===== src/rtl/fetch_unit_if.sv =====
// Instruction-memory request/response bundle between the fetch stage (master)
// and instruction memory (slave).
interface fetch_unit_if;
  logic        imem_req;
  logic [11:0] imem_addr;
  logic [2:0]  imem_bank;
  logic [14:0] imem_rdata;
  logic        imem_valid;

  modport master (
    output imem_req,
    output imem_addr,
    output imem_bank,
    input  imem_rdata,
    input  imem_valid
  );

  modport slave (
    input  imem_req,
    input  imem_addr,
    input  imem_bank,
    output imem_rdata,
    output imem_valid
  );
endinterface


===== src/rtl/fetch_unit.sv =====
// Instruction fetch stage: owns the PC and FB/EB bank bits, issues one memory
// request at a time, applies execute redirects and pulses flush to decode.
module fetch_unit #(
  parameter logic [11:0] RESET_PC  = 12'o4000,
  parameter logic [14:0] NOP_INSTR = 15'o30000
) (
  input  logic         clock,
  input  logic         rst_l,
  input  logic         stall,
  input  logic         halt,
  input  logic         branch_taken,
  input  logic [11:0]  branch_target,
  input  logic         fb_we,
  input  logic         eb_we,
  input  logic [2:0]   bank_wdata,
  fetch_unit_if.master imem,
  output logic [14:0]  instr,
  output logic [11:0]  pc,
  output logic [2:0]   bits_FB,
  output logic [2:0]   bits_EB,
  output logic         instr_valid,
  output logic         flush
);

  typedef enum logic [1:0] {
    S_REQ  = 2'd0,
    S_WAIT = 2'd1,
    S_HOLD = 2'd2
  } state_t;

  state_t      r_state;
  logic [11:0] r_fetch_pc;
  logic [14:0] r_instr;
  logic [11:0] r_pc;
  logic        r_instr_valid;
  logic        r_flush;
  logic        r_imem_req;
  logic [11:0] r_imem_addr;
  logic [2:0]  r_imem_bank;
  logic        r_drop;
  logic        r_halted;
  logic [2:0]  r_fb;
  logic [2:0]  r_eb;

  logic        w_halted_next;
  logic [2:0]  w_fb_next;
  logic        w_outstanding;
  logic        w_drop_next;

  // Next-cycle halt/FB values and whether a memory response is still owed to us.
  always_comb begin
    w_halted_next = r_halted | halt;
    if (fb_we) begin
      w_fb_next = bank_wdata;
    end else begin
      w_fb_next = r_fb;
    end
    // A response arriving now settles any outstanding request (it is discarded).
    if (imem.imem_valid) begin
      w_outstanding = 1'b0;
      w_drop_next   = 1'b0;
    end else begin
      w_outstanding = (r_state == S_WAIT) || ((r_state == S_REQ) && r_imem_req) || r_drop;
      w_drop_next   = r_drop;
    end
  end

  // Bank bits and the sticky halt flag.
  always_ff @(posedge clock or negedge rst_l) begin
    if (!rst_l) begin
      r_fb     <= 3'd0;
      r_eb     <= 3'd0;
      r_halted <= 1'b0;
    end else begin
      r_fb <= w_fb_next;
      if (eb_we) begin
        r_eb <= bank_wdata;
      end
      r_halted <= w_halted_next;
    end
  end

  // Fetch FSM; imem_req is pre-registered so it is high during the REQ cycle.
  always_ff @(posedge clock or negedge rst_l) begin
    if (!rst_l) begin
      r_state       <= S_REQ;
      r_fetch_pc    <= RESET_PC;
      r_instr       <= NOP_INSTR;
      r_pc          <= RESET_PC;
      r_instr_valid <= 1'b0;
      r_flush       <= 1'b0;
      r_imem_req    <= 1'b0;
      r_imem_addr   <= RESET_PC;
      r_imem_bank   <= 3'd0;
      r_drop        <= 1'b0;
    end else if (branch_taken) begin
      r_state       <= S_REQ;
      r_fetch_pc    <= branch_target;
      r_pc          <= branch_target;
      r_instr       <= NOP_INSTR;
      r_instr_valid <= 1'b0;
      r_flush       <= 1'b1;
      r_drop        <= w_outstanding;
      r_imem_req    <= !w_outstanding && !w_halted_next;
      r_imem_addr   <= branch_target;
      r_imem_bank   <= w_fb_next;
    end else begin
      r_flush <= 1'b0;
      case (r_state)
        S_REQ: begin
          r_drop <= w_drop_next;
          if (r_imem_req) begin
            r_imem_req <= 1'b0;
            r_state    <= S_WAIT;
          end else if (!w_halted_next && !w_drop_next) begin
            r_imem_req  <= 1'b1;
            r_imem_addr <= r_fetch_pc;
            r_imem_bank <= w_fb_next;
          end else begin
            r_imem_req <= 1'b0;
          end
        end
        S_WAIT: begin
          r_imem_req <= 1'b0;
          if (imem.imem_valid) begin
            r_instr       <= imem.imem_rdata;
            r_pc          <= r_fetch_pc;
            r_instr_valid <= 1'b1;
            r_fetch_pc    <= r_fetch_pc + 12'd1;
            r_state       <= S_HOLD;
          end
        end
        S_HOLD: begin
          if (!stall) begin
            r_instr_valid <= 1'b0;
            r_instr       <= NOP_INSTR;
            r_state       <= S_REQ;
            r_imem_req    <= !w_halted_next;
            r_imem_addr   <= r_fetch_pc;
            r_imem_bank   <= w_fb_next;
          end else begin
            r_imem_req <= 1'b0;
          end
        end
        default: begin
          r_state       <= S_REQ;
          r_imem_req    <= 1'b0;
          r_instr_valid <= 1'b0;
          r_instr       <= NOP_INSTR;
        end
      endcase
    end
  end

  assign imem.imem_req  = r_imem_req;
  assign imem.imem_addr = r_imem_addr;
  assign imem.imem_bank = r_imem_bank;
  assign instr          = r_instr;
  assign pc             = r_pc;
  assign bits_FB        = r_fb;
  assign bits_EB        = r_eb;
  assign instr_valid    = r_instr_valid;
  assign flush          = r_flush;

endmodule

===== src/flat_wrapper.sv =====
// flat-port wrapper written by rule: the top's interface ports become plain ports
module fetch_unit_flat 
#(
  parameter logic [11:0] RESET_PC  = 12'o4000,
  parameter logic [14:0] NOP_INSTR = 15'o30000
)
  (clock, rst_l, stall, halt, branch_taken, branch_target, fb_we, eb_we, bank_wdata, instr, pc, bits_FB, bits_EB, instr_valid, flush, imem_imem_req, imem_imem_addr, imem_imem_bank, imem_imem_rdata, imem_imem_valid);
  fetch_unit_if imem_i ();
  input  logic clock;
  input  logic rst_l;
  input  logic stall;
  input  logic halt;
  input  logic branch_taken;
  input  logic [11:0] branch_target;
  input  logic fb_we;
  input  logic eb_we;
  input  logic [2:0] bank_wdata;
  output logic [14:0] instr;
  output logic [11:0] pc;
  output logic [2:0] bits_FB;
  output logic [2:0] bits_EB;
  output logic instr_valid;
  output logic flush;
  output wire logic [$bits(imem_i.imem_req)-1:0] imem_imem_req;
  output wire logic [$bits(imem_i.imem_addr)-1:0] imem_imem_addr;
  output wire logic [$bits(imem_i.imem_bank)-1:0] imem_imem_bank;
  input wire logic [$bits(imem_i.imem_rdata)-1:0] imem_imem_rdata;
  input wire logic [$bits(imem_i.imem_valid)-1:0] imem_imem_valid;
  assign imem_imem_req = imem_i.imem_req;
  assign imem_imem_addr = imem_i.imem_addr;
  assign imem_imem_bank = imem_i.imem_bank;
  assign imem_i.imem_rdata = imem_imem_rdata;
  assign imem_i.imem_valid = imem_imem_valid;
  fetch_unit #(.RESET_PC(RESET_PC), .NOP_INSTR(NOP_INSTR)) u_core (.clock(clock), .rst_l(rst_l), .stall(stall), .halt(halt), .branch_taken(branch_taken), .branch_target(branch_target), .fb_we(fb_we), .eb_we(eb_we), .bank_wdata(bank_wdata), .imem(imem_i), .instr(instr), .pc(pc), .bits_FB(bits_FB), .bits_EB(bits_EB), .instr_valid(instr_valid), .flush(flush));
endmodule

===== config.mk =====
export PLATFORM = sky130hd
export DESIGN_NAME = fetch_unit_flat
export DESIGN_NICKNAME = d
export VERILOG_FILES = /design/src/rtl/fetch_unit_if.sv /design/src/rtl/fetch_unit.sv /design/src/flat_wrapper.sv
export SDC_FILE = /design/constraint.sdc
export NUM_CORES = 1
export LEC_CHECK = 0
export CAP_MARGIN = 20
export CORE_ASPECT_RATIO = 0.7
export CORE_MARGIN = 2
export CORE_UTILIZATION = 55
export DETAILED_ROUTE_END_ITERATION = 16
export DONT_BUFFER_PORTS = 1
export PLACE_DENSITY_LB_ADDON = 0.2
export SYNTH_ARGS = -nofsm -noshare
export SYNTH_HDL_FRONTEND = slang
export SYNTH_SLANG_ARGS = --single-unit
export TNS_END_PERCENT = 1

===== constraint.sdc =====
create_clock -name clock -period 3.6 [get_ports clock]
set_input_delay 0.72 -clock clock [delete_from_list [all_inputs] [get_ports clock]]
set_output_delay 0.72 -clock clock [all_outputs]
set_load 0.02 [all_outputs]

==> summary.md <==
| Metric | Value |
|---|---|
| Status | finished, final reports clean |
| First-pass GRT wire length | 8850 um |
| Clk slew on worst S/H paths | 0.07 ns |
| Clk Latency, worst-skew pair | 0.34 ns |
| Die area | 5920 sq um |
| CP peak stage delay | 0.79 ns |
| Synthesized cell area | 2920 sq um |
| Crit path required time | 3.83 ns |
| Hold Path Class | input pin to asynchronous set/reset pin |
| Max cap viols | 0 |
| RSZ-0062 raised after global routing | no |
| Number of synthesized flops with an enable pin | 0 |
| Mapped Nets | 298 |
| Clock buffer depth | 2 |
| Worst slew pin tran | 1.06 ns |
| Critical path's top delay family | simple AND/OR/NAND/NOR gates |
| # rows | 22 |
| Antenna violations before repair | 0 |
| Sequential share of power | 51.9% |
| DRC Markers | 0 |
| Area delta synth->final | 8.18% |
| Flops & latches, synth | 67 |
| Setup bufs post-CTS | 0 |
| Post-CTS resize count | 0 |
| Seq. cell area | 1680 sq um |
| Critical path arrival | 2.34 ns |
| Comb pwr share | 7.1% |
| Final #Nets | 295 |
| Synthesis Warnings | 0 |
| Yosys cell types | 41 |
| Worst Hold Slack | 0.0710 ns |
| Max Fclk | 0.472 GHz |
| Final Skew | 0.00629 ns |
| Total clock sinks | 67 |
| Cts hold-fix bufs | 0 |
| Area of the multi-input gates | 1120 sq um |
| Antenna viol nets, final | 0 |
| 1st-pass router iterations | 4 |
| Ys async rst share | 100% |
| PortBufs | 0 |
| Slew HR | 29.0% |
| Initial Util | 56.5% |
| Power share of the clock group | 41.0% |
| Syn Inst Count | 259 |
| Critical path capture point type | flop |
| Critical path cell sequence | nand3b_4 > nand2b_1 > o21ai_0 > a22o_1 |
| Hpwl dp | 3780 um |
| Via density | 5.75 |
| GRT Util Overall | 19.9% |
| CP startpoint kind | flop |
| Pwr dens | 577 nW/um^2 |
| Vias in the first global route | 1,762 |
| Cell internal pwr | 0.00136 W |
| Sequential share of the synthesized area | 57.6% |
| Pwr Total | 0.00182 W |
| Net Sw Frac | 25.2% |
| DRT Wirelength | 5640 um |
| Hold Fails Final Rpt | 0 |
| CP max FO | 32 |
| Die Wd | 91.1 um |
| Avg WL per Cell | 16.9 um |
| H-tree levels | 3 |
| Setup slack, reg-to-reg | 1.48 ns |
| Post-Route Setup TNS | 0 ns |
| Avg Cell Area, Syn | 11.3 sq um |
| WP buf/inv | 0 |
| Min cycle time layout | 2.12 ns |
| Maximum VDD drop | 0.265 mV |
| Sw power | 0.000460 W |
| Setup CP Type | flop to flop |
| RD Place Congestion | 0.781 |
| Final setup violation count | 0 |
| IO Count | 89 |
| Num CTS Buffers | 9 |
| Ys flop type | dfrtp_1 |
| CTS root buffer | clkbuf_8 |
| Static leakage | 1.41 nW |
| Die Y-Extent | 65.0 um |
| Layout cells sized above 1 | 12.6% |
| Core Box Area | 5170 sq um |
| Period utilization | 58.8% |
| Antenna diode count | 0 |
| Largest net degree at the start of global routing | 68 |
| Fillers | 440 |
| Crit path max-delay cell type | nand2b_1 |
| DR iter-0 viols | 129 |
| GRT overflow | 0 |
| CTS tree | built |
| Fin. max-slew vios | 0 |
| Post-layout util | 61.1% |
| Via count | 1,915 |
==> area by class of cell <==
class	count	share of cell area, %
inverter	6	0.712
clock buffer	11	4.47
tap	72	2.85
timing repair buffer	1	0.237
multi-input combinational	171	35.3
clock inverter	5	3.17
sequential	67	53.2
==> power by group through the flow <==
stage / Combinational, W / Clock, W / Sequential, W
3_5_place_dp: 0.000130 / 0 / 0.000961
2_1_floorplan: 0.000120 / 0 / 0.000944
6_report: 0.000130 / 0.000748 / 0.000946
5_1_grt: 0.000147 / 0.000801 / 0.000955
3_3_place_gp: 0.000125 / 0 / 0.000959
4_1_cts: 0.000131 / 0.000766 / 0.000948
==> path summary, 6_finish.rpt <==
kind	startpoint	to	cells after the start
min	rst_l	u_core.imem.imem_req$_DFF_PN0_	0
max reg2reg	u_core.r_state[1]$_DFFE_PN0P_	u_core.r_fetch_pc[7]$_DFFE_PN0P_	4
max	u_core.r_state[1]$_DFFE_PN0P_	u_core.r_fetch_pc[7]$_DFFE_PN0P_	4
min in group clock	branch_taken	u_core.flush$_DFF_PN0_	0
max in group asynchronous	rst_l	u_core.pc[11]$_DFFE_PN1P_	0
min reg2reg	u_core.r_halted$_DFF_PN0_	u_core.r_halted$_DFF_PN0_	2
==> per-layer routing <==
layer  vias to the layer above  global-route usage, %  share of wire (%)  wire length (um)
met2                        75                   26.8                 42              2350
met4                         0                   5.68               0.94                53
met1                       918                   27.3                 48              2680
met5                         -                      0                  0                 0
met3                         7                   11.0                9.8               555
li1                        915                      -                  -                 -
==> logic make-up after synthesis <==
kind of cell	after synthesis	share of synthesized area [%]
DFF	67	57.6
xor gates and xnor gates	5	1.50
buffers and inverters	21	4.20
adders and majority gates	1	0.428
and+or+nand+nor	81	13.9
muxes	23	8.65
AOI/OAI and AO/OA	61	13.7
==> synthesized netlist by cell type (all sizes together) (3+ instances only) <==
| cell | n | area share (%) |
|---|---|---|
| mux2i | 14 | 4.8 |
| nand2 | 11 | 1.4 |
| o21ai | 9 | 1.5 |
| inv | 6 | 0.77 |
| nand2b | 6 | 1.3 |
| a21oi | 24 | 4.1 |
| nand3 | 4 | 0.68 |
| nor2 | 37 | 4.8 |
| buf | 13 | 3.2 |
| nand4 | 3 | 0.64 |
| xnor2 | 3 | 0.90 |
| a22o | 14 | 4.2 |
| dfrtp | 62 | 53 |
| nor3 | 12 | 2.2 |
| mux2 | 9 | 3.9 |
| dfstp | 5 | 4.5 |
==> cell usage in the layout, fill, tap and decap left out, drive strengths merged <==
master  Yosys  final
dfrtp      62     62
nor2       37     37
a21oi      24     24
mux2i      14     14
a22o       14     14
nor3       12     12
nand2      11     11
clkbuf      2     11
o21ai       9      9
mux2        9      9
inv         6      6
nand2b      6      6
dfstp       5      5
nand3       4      4
nand4       3      3
xnor2       3      3
bufinv      0      3
a31oi       2      2
nor4        2      2
o211a       2      2
and3        2      2
a211oi      2      2
xor2        2      2
clkinv      0      2
nor3b       1      1
a41o        1      1
a311o       1      1
nand3b      1      1
and3b       1      1
o21a        1      1
nand4b      1      1
o31ai       1      1
o41ai       1      1
a21o        1      1
o22ai       1      1
a221oi      1      1
ha          1      1
buf        13      1
==> metrics by stage <==
step	cell area, sq um	setup slack, ns	std cells
CTS	3160	1.48	333
finish	3160	1.48	333
global placement	2920	1.41	317
floorplan	2920	1.86	259
global route	3160	1.33	333
detailed placement	2920	1.36	317
==> flip-flops by register name, indices dropped and copies added, names as in the netlist <==
register               count
u_core.bits_EB             3
u_core.bits_FB             3
u_core.flush               1
u_core.imem.imem_addr     12
u_core.imem.imem_bank      3
u_core.imem.imem_req       1
u_core.instr              15
u_core.instr_valid         1
u_core.pc                 12
u_core.r_drop              1
u_core.r_fetch_pc         12
u_core.r_halted            1
u_core.r_state             2
(Power assumes the default switching activity.)
